$ cat config.mk
export PLATFORM = sky130hd
export DESIGN_NAME = fp_multiply_pipe
export DESIGN_NICKNAME = d
export VERILOG_FILES = /design/src/rtl/fp_multiply_pipe.sv
export SDC_FILE = /design/constraint.sdc
export NUM_CORES = 2
export LEC_CHECK = 0
export CORE_UTILIZATION = 35
export DETAILED_ROUTE_END_ITERATION = 8
export PLACE_DENSITY = 0.55
export SYNTH_ARGS = -nofsm -noshare
export SYNTH_HDL_FRONTEND = slang
export SYNTH_SLANG_ARGS = --single-unit
$ cat constraint.sdc
create_clock -name clk -period 8.7 [get_ports clk]
set_input_delay 2.61 -clock clk [delete_from_list [all_inputs] [get_ports clk]]
set_output_delay 2.61 -clock clk [all_outputs]
set_load 0.02 [all_outputs]
$ cat src/rtl/fp_multiply_pipe.sv
// Three-stage pipelined floating-point multiplier: unpack, multiply, round/pack.
// Valid/ready backpressure stalls the whole pipe when the result is not taken.
module fp_multiply_pipe #(
    parameter int EXP_W = 8,
    parameter int MAN_W = 23
) (
    input  logic                   clk,
    input  logic                   rst,
    input  logic                   in_valid,
    output logic                   in_ready,
    input  logic [EXP_W+MAN_W:0]   a,
    input  logic [EXP_W+MAN_W:0]   b,
    input  logic                   rnd_mode,
    output logic                   out_valid,
    input  logic                   out_ready,
    output logic [EXP_W+MAN_W:0]   out,
    output logic [2:0]             flags
);

    localparam int MW   = MAN_W + 1;
    localparam int PW   = 2 * MW;
    localparam int EW   = EXP_W + 2;
    localparam int BIAS = (1 << (EXP_W - 1)) - 1;
    localparam logic signed [EW-1:0] EMAX = EW'((1 << EXP_W) - 1);
    localparam logic [EXP_W+MAN_W:0] QNAN =
        {1'b0, {EXP_W{1'b1}}, 1'b1, {(MAN_W-1){1'b0}}};

    logic advance;

    // stage 1 registers
    logic                 s1_v_q, s1_sign_q, s1_rnd_q;
    logic                 s1_nan_q, s1_infz_q, s1_inf_q, s1_zero_q;
    logic [MW-1:0]        s1_ma_q, s1_mb_q;
    logic signed [EW-1:0] s1_esum_q;

    // stage 2 registers
    logic                 s2_v_q, s2_sign_q, s2_rnd_q;
    logic                 s2_nan_q, s2_infz_q, s2_inf_q, s2_zero_q;
    logic [PW-1:0]        s2_prod_q;
    logic signed [EW-1:0] s2_esum_q;

    // output registers
    logic                 out_valid_q;
    logic [EXP_W+MAN_W:0] out_q, out_d;
    logic [2:0]           flags_q, flags_d;

    assign advance   = !out_valid_q || out_ready;
    assign in_ready  = advance;
    assign out_valid = out_valid_q;
    assign out       = out_q;
    assign flags     = flags_q;

    // unpack / classify
    logic [EXP_W-1:0]     ea, eb;
    logic                 za, zb, ia, ib, na, nb;
    logic signed [EW-1:0] esum_d;

    assign ea = a[MAN_W +: EXP_W];
    assign eb = b[MAN_W +: EXP_W];
    assign za = (ea == '0);
    assign zb = (eb == '0);
    assign ia = (&ea) && (a[MAN_W-1:0] == '0);
    assign ib = (&eb) && (b[MAN_W-1:0] == '0);
    assign na = (&ea) && (a[MAN_W-1:0] != '0);
    assign nb = (&eb) && (b[MAN_W-1:0] != '0);
    assign esum_d = EW'(ea) + EW'(eb) - EW'(BIAS);

    // normalise / round
    logic [PW-1:0]        norm;
    logic                 guard, sticky, inc;
    logic [MW:0]          mant_r;
    logic [MAN_W-1:0]     frac;
    logic signed [EW-1:0] e_r;
    logic                 ovf, unf;

    assign norm   = s2_prod_q[PW-1] ? s2_prod_q
                                    : {s2_prod_q[PW-2:0], 1'b0};
    assign guard  = norm[MW-1];
    assign sticky = |norm[MW-2:0];
    assign inc    = !s2_rnd_q && guard && (sticky || norm[PW-MW]);
    assign mant_r = {1'b0, norm[PW-1 -: MW]} + {{MW{1'b0}}, inc};
    assign frac   = mant_r[MW] ? mant_r[MAN_W:1] : mant_r[MAN_W-1:0];
    assign e_r    = s2_esum_q
                  + $signed({{(EW-1){1'b0}}, s2_prod_q[PW-1]})
                  + $signed({{(EW-1){1'b0}}, mant_r[MW]});
    assign ovf    = (e_r >= EMAX);
    assign unf    = e_r[EW-1] || (e_r == '0);

    always_comb begin
        out_d   = {s2_sign_q, e_r[EXP_W-1:0], frac};
        flags_d = 3'b000;
        if (s2_nan_q) begin
            out_d = QNAN;
        end else if (s2_infz_q) begin
            out_d   = QNAN;
            flags_d = 3'b100;
        end else if (s2_inf_q) begin
            out_d = {s2_sign_q, {EXP_W{1'b1}}, {MAN_W{1'b0}}};
        end else if (s2_zero_q) begin
            out_d = {s2_sign_q, {(EXP_W+MAN_W){1'b0}}};
        end else if (ovf) begin
            flags_d = 3'b010;
            if (s2_rnd_q)
                out_d = {s2_sign_q, {(EXP_W-1){1'b1}}, 1'b0, {MAN_W{1'b1}}};
            else
                out_d = {s2_sign_q, {EXP_W{1'b1}}, {MAN_W{1'b0}}};
        end else if (unf) begin
            out_d   = {s2_sign_q, {(EXP_W+MAN_W){1'b0}}};
            flags_d = 3'b001;
        end
    end

    always_ff @(posedge clk or posedge rst) begin
        if (rst) begin
            s1_v_q      <= 1'b0;
            s1_sign_q   <= 1'b0;
            s1_rnd_q    <= 1'b0;
            s1_nan_q    <= 1'b0;
            s1_infz_q   <= 1'b0;
            s1_inf_q    <= 1'b0;
            s1_zero_q   <= 1'b0;
            s1_ma_q     <= '0;
            s1_mb_q     <= '0;
            s1_esum_q   <= '0;
            s2_v_q      <= 1'b0;
            s2_sign_q   <= 1'b0;
            s2_rnd_q    <= 1'b0;
            s2_nan_q    <= 1'b0;
            s2_infz_q   <= 1'b0;
            s2_inf_q    <= 1'b0;
            s2_zero_q   <= 1'b0;
            s2_prod_q   <= '0;
            s2_esum_q   <= '0;
            out_valid_q <= 1'b0;
            out_q       <= '0;
            flags_q     <= 3'b000;
        end else if (advance) begin
            s1_v_q      <= in_valid;
            s1_sign_q   <= a[EXP_W+MAN_W] ^ b[EXP_W+MAN_W];
            s1_rnd_q    <= rnd_mode;
            s1_nan_q    <= na || nb;
            s1_infz_q   <= (ia && zb) || (ib && za);
            s1_inf_q    <= ia || ib;
            s1_zero_q   <= za || zb;
            s1_ma_q     <= {1'b1, a[MAN_W-1:0]};
            s1_mb_q     <= {1'b1, b[MAN_W-1:0]};
            s1_esum_q   <= esum_d;
            s2_v_q      <= s1_v_q;
            s2_sign_q   <= s1_sign_q;
            s2_rnd_q    <= s1_rnd_q;
            s2_nan_q    <= s1_nan_q;
            s2_infz_q   <= s1_infz_q;
            s2_inf_q    <= s1_inf_q;
            s2_zero_q   <= s1_zero_q;
            s2_prod_q   <= PW'(s1_ma_q) * PW'(s1_mb_q);
            s2_esum_q   <= s1_esum_q;
            out_valid_q <= s2_v_q;
            if (s2_v_q) begin
                out_q   <= out_d;
                flags_q <= flags_d;
            end
        end
    end

endmodule
Word-level counts from Yosys, hierarchy flattened
Cells that the tools add are included.
{ "op_classes": {"n_mul": 1, "muxes": 15, "reduce_logical": 28, "magnitude_cmp": 1, "n_addsub": 5, "bitwise": 1} }
{ "op_table": {"columns": ["cell", "n"], "rows": [
  ["$mux W31", 4],
  ["$mux W32", 2],
  ["$mul A24 B24 Y48", 1],
  ["$mux W48", 1],
  ["$logic_not A23 Y1", 2],
  ["$reduce_bool A23 Y1", 2],
  ["$add A24 B1 Y25", 1],
  ["$mux W24", 1],
  ["$mux W23", 1],
  ["$reduce_or A23 Y1", 1],
  ["$add A10 B2 Y10", 2],
  ["$logic_not A8 Y1", 2],
  ["$reduce_and A8 Y1", 2],
  ["$ge A10 B9 Y1 const B", 1],
  ["$logic_not A10 Y1", 1],
  ["$sub A9 B7 Y10 const B", 1],
  ["$add A8 B8 Y9", 1],
  ["$logic_and A1 B1 Y1", 8],
  ["$logic_or A1 B1 Y1", 7],
  ["$mux W2", 3],
  ["$mux W3", 2],
  ["$logic_not A1 Y1", 2],
  ["$reduce_and A2 Y1", 1],
  ["$mux W1", 1],
  ["$xor A1 B1 Y1", 1]
]} }
{ "totals": {"out_inout_bits": 37, "reg_bits": 166, "in_bits": 69} }

Longest topological paths before layout
{ "depth": {"ltp_word": 14, "ltp_mapped": 28, "ltp_nobuf": 26} }

Worst setup path before layout
Ideal clock, no wire load.
{ "synth_path": {"path_type": "register to register", "startpoint": "register s1_mb_q[3]", "endpoint": "register s2_prod_q[40]", "arrival_ps": 6692, "path_stages_with_launch": 28, "required_time_ps": 8613, "slack_ps": 1921, "synth_period_minus_slack_ps": 6779, "setup_time_ps": 87, "path_cell_list": "dfrtp_1 clkbuf_1 clkbuf_1 nand2_1 fa_1 inv_1 fa_1 inv_1 fa_1 inv_1 fa_1 inv_1 fa_1 inv_1 fa_1 inv_1 fa_1 inv_1 ha_1 and3_1 nand3b_1 a21oi_1 o31ai_4 a21oi_2 o41a_1 a31oi_1 mux2_1 o211ai_1"} }
{ "synth_via": {"elab_chain_cells": 1} }
{ "synth_rtl": {"columns": ["item", "line", "rtl"], "rows": [
  ["start, declared", "33", "logic [MW-1:0] s1_ma_q, s1_mb_q;"],
  ["start signal, assigned", "146", "s1_mb_q <= {1'b1, b[MAN_W-1:0]};"],
  ["$mul A24 B24 Y48", "155", "s2_prod_q <= PW'(s1_ma_q) * PW'(s1_mb_q);"],
  ["end signal, assigned", "155", null],
  ["end, declared", "39", "logic [PW-1:0] s2_prod_q;"]
]} }
Every way passes these cells.
A chain may end at the register's enable or synchronous reset.

Worst setup path after layout
{ "layout_path": {"startpoint": "register s1_mb_q[9]", "endpoint": "register s2_prod_q[40]"} }
The elaborated chain is that of the path after synthesis.

==> reports/metrics.cfg <==
[synthesis]
synth_top_cell_area_share_pct = 35.8
syn-cell-area_sq_um = 27100
synth_flop_cell = dfrtp_1
synth_cell_types = 68
synthCells = 3087
synth_edf_count = 0
synth.yosys.seq_area_share_pct = 15.3
yosys_warnings = 0
yosysTopAreaCell = fa_1
ys_ff_latch = 165
syn_avg_cell_area_sq_um = 8.76
synth.area.top_cells = fa_1, dfrtp_1, ha_1
synthArstFlopShare_pct = 100
syn_nets = 3831

[floorplanning]
ios = 106
coreArea_sq_um = 76200
row_count = 101
start_util_pct = 35.5
dieArea_sq_um = 78400
dieHeight_microns = 280
fp.dieW_microns = 280

[sta]
finalSetupViolations = 0
fin_tns_setup_ps = 0
finalCritPeriodShare_pct = 88.4
rsz0062_at_grt = no
finalHoldViolCount = 0
max_freq_mhz = 130
relSlewSlack_pct = 18.9
finalCriticalPeriod_ps = 7690
final_max_slew_viol_count = 0
finalClockSkew_ps = 15.6
worst_pin_slew_ps = 1210

[clocking]
hold_buffers = 0
cts-resized-gates = 0
insertion_delay_ps = 480
tritoncts = done
root_buffer = clkbuf_16
postCtsSetupBuffers = 0
cts_buffer_depth = 2
h-tree-depth = 4
cts_sinks = 165
clkTransAtPathRegs_ps = 90
cts_inserted_buffers = 17

[run_status]
outcome = finished, final reports clean

[routing]
drtPass1Iterations = 5
num_vias = 19900
drc = 0
drt-initial-drc-count = 763
ant_nets = 0
vias_per_cell = 4.81
wire_per_inst_microns = 16.8
routed_wl_mm = 69.7

[global_route]
grt_usage_pct = 18.7
grt_max_degree = 92
grt_pass1_vias = 21200
grt-ovfl-total = 0
grt_pass1_wl_mm = 115
antenna_found_initial = 0

[worst_setup_path]
cp-end-kind = flip-flop
cp.required_ps = 9090
worstPathMaxFanout = 25
critical_path_class = flip-flop to flip-flop
rrSetupSlack_ps = 1010
cp.arrival_ps = 8080
start_kind = flip-flop

[cells_and_area]
fin_area_sq_um = 29800
insertedDiodeCount = 0
post_route_cells_drive_above_1_share_pct = 3.76
area_growth_pct = 10.1
fill_cells = 7793
finalNetCount = 3840

[run]
cap_violations = 0

[placed_design]
dpl.hpwl_mm = 56.6
place_area_sq_um = 29100
gp_congestion = 0.848
port_buffers = 105

[min_path]
hp-class = flip-flop to flip-flop

## final cells by class
class	count	area, sq um	share of cell area, %
Timing Repair Buffer	155	1430	4.79
Tap cell	1030	1290	4.33
Inverter	549	2070	6.94
Clock buffer	17	425	1.43
Clock inverter	15	215	0.723
Sequential cell	165	4130	13.9
Multi-Input combinational cell	2208	20200	67.9
## synth_stat cells, drive strengths merged (3+ instances only)
cell,n
o21bai,4
or2,5
o211ai,5
ha,191
nand2,596
o21ai,86
inv,549
and3,10
o21a,8
mux2i,15
buf,22
o22ai,3
mux2,7
fa,484
o41ai,3
a31oi,6
a31o,3
and2,301
a211oi,14
o31ai,9
nor2b,12
a22o,5
nand3b,3
nand2b,10
nand4,23
clkbuf,143
dfrtp,165
a21o,24
o221ai,3
xor2,39
or3,6
nor4,23
nand3,25
a21oi,113
xnor2,40
nor2,93
nor3,24
## cells in the final DEF, fill, tap and decap left out, drive strengths merged, types with 4 or more instances in the layout
cell type	netlist	final
nand2	596	596
inv	549	555
fa	484	484
and2	301	301
ha	191	191
dfrtp	165	165
a21oi	113	113
clkdlybuf4s50	0	105
nor2	93	93
o21ai	86	86
buf	22	50
xnor2	40	40
xor2	39	39
nand3	25	25
a21o	24	24
nor3	24	24
nand4	23	23
nor4	23	23
clkbuf	143	17
mux2i	15	15
a211oi	14	14
nor2b	12	12
and3	10	10
nand2b	10	10
o31ai	9	9
o21a	8	8
clkinv	0	8
mux2	7	7
or3	6	6
a31oi	6	6
o211ai	5	5
a22o	5	5
or2	5	5
o21bai	4	4
## worst max-delay path: stages (launching register included)
cell,delay [ps]
dfrtp_1,1120
nand2_1,190
fa_1,550
fa_1,540
inv_1,50
fa_1,500
inv_1,60
fa_1,560
inv_1,60
fa_1,470
fa_1,500
inv_1,50
fa_1,510
inv_1,60
ha_1,350
a21oi_1,190
o21ai_0,110
nor2_1,90
a21oi_1,120
o31ai_4,310
a21oi_2,140
o41a_1,440
a31oi_1,190
mux2_1,340
o211ai_1,90
## stage by stage
stage	worst slack [ps]	instances	hold WS, ps	util (%)
final	1010	4139	473	39.1
after detailed placement	1090	4107	456	38.2
after CTS	1020	4139	476	39.1
after global routing	576	4139	492	39.1
after floorplan	1630	3087	439	-
after global placement	1060	4107	451	38.2
## flip-flops by register name, summed over array words and instances, names as in the netlist, 3 cells and up
register   flops
out           32
s2_prod_q     48
s1_esum_q     10
s2_esum_q     10
flags          3
s1_mb_q       23
s1_ma_q       24
## routing by layer
layer | global-route usage, % | routed length [microns]
met1 | 25.7 | 32000
met2 | 30.9 | 33300
met3 | 3.19 | 3390
met4 | 3.56 | 947
met5 | 0 | 0
## kinds of logic (layout without fill, tap and decap cells)
group | Yosys count | in the layout | share of synthesized area (%)
adder cells (fa/ha/maj) | 675 | 675 | 44.6
buffers and inverters | 714 | 736 | 10.0
multiplexers | 22 | 22 | 0.846
flip-flops | 165 | 165 | 15.3
AO/OA/AOI/OAI | 297 | 297 | 6.69
XOR/XNOR | 79 | 79 | 2.56
AND/OR/NAND/NOR | 1135 | 1135 | 20.0
## final timing paths
| check | from | to | depth (start not counted) |
|---|---|---|---|
| max in group asynchronous | rst | s2_prod_q[44] | 3 |
| worst min register to register | s1_v_q | s1_v_q | 2 |
| worst max-delay path | s1_mb_q[9] | s2_prod_q[40] | 24 |
| worst min-delay path | s1_v_q | s1_v_q | 2 |
| worst max register to register | s1_mb_q[9] | s2_prod_q[40] | 24 |
| min in group asynchronous | rst | s2_prod_q[8] | 2 |
Power is left out: the tool's default activity adds up to more than one toggle a clock period on the data nets, which glitch-free logic cannot reach.
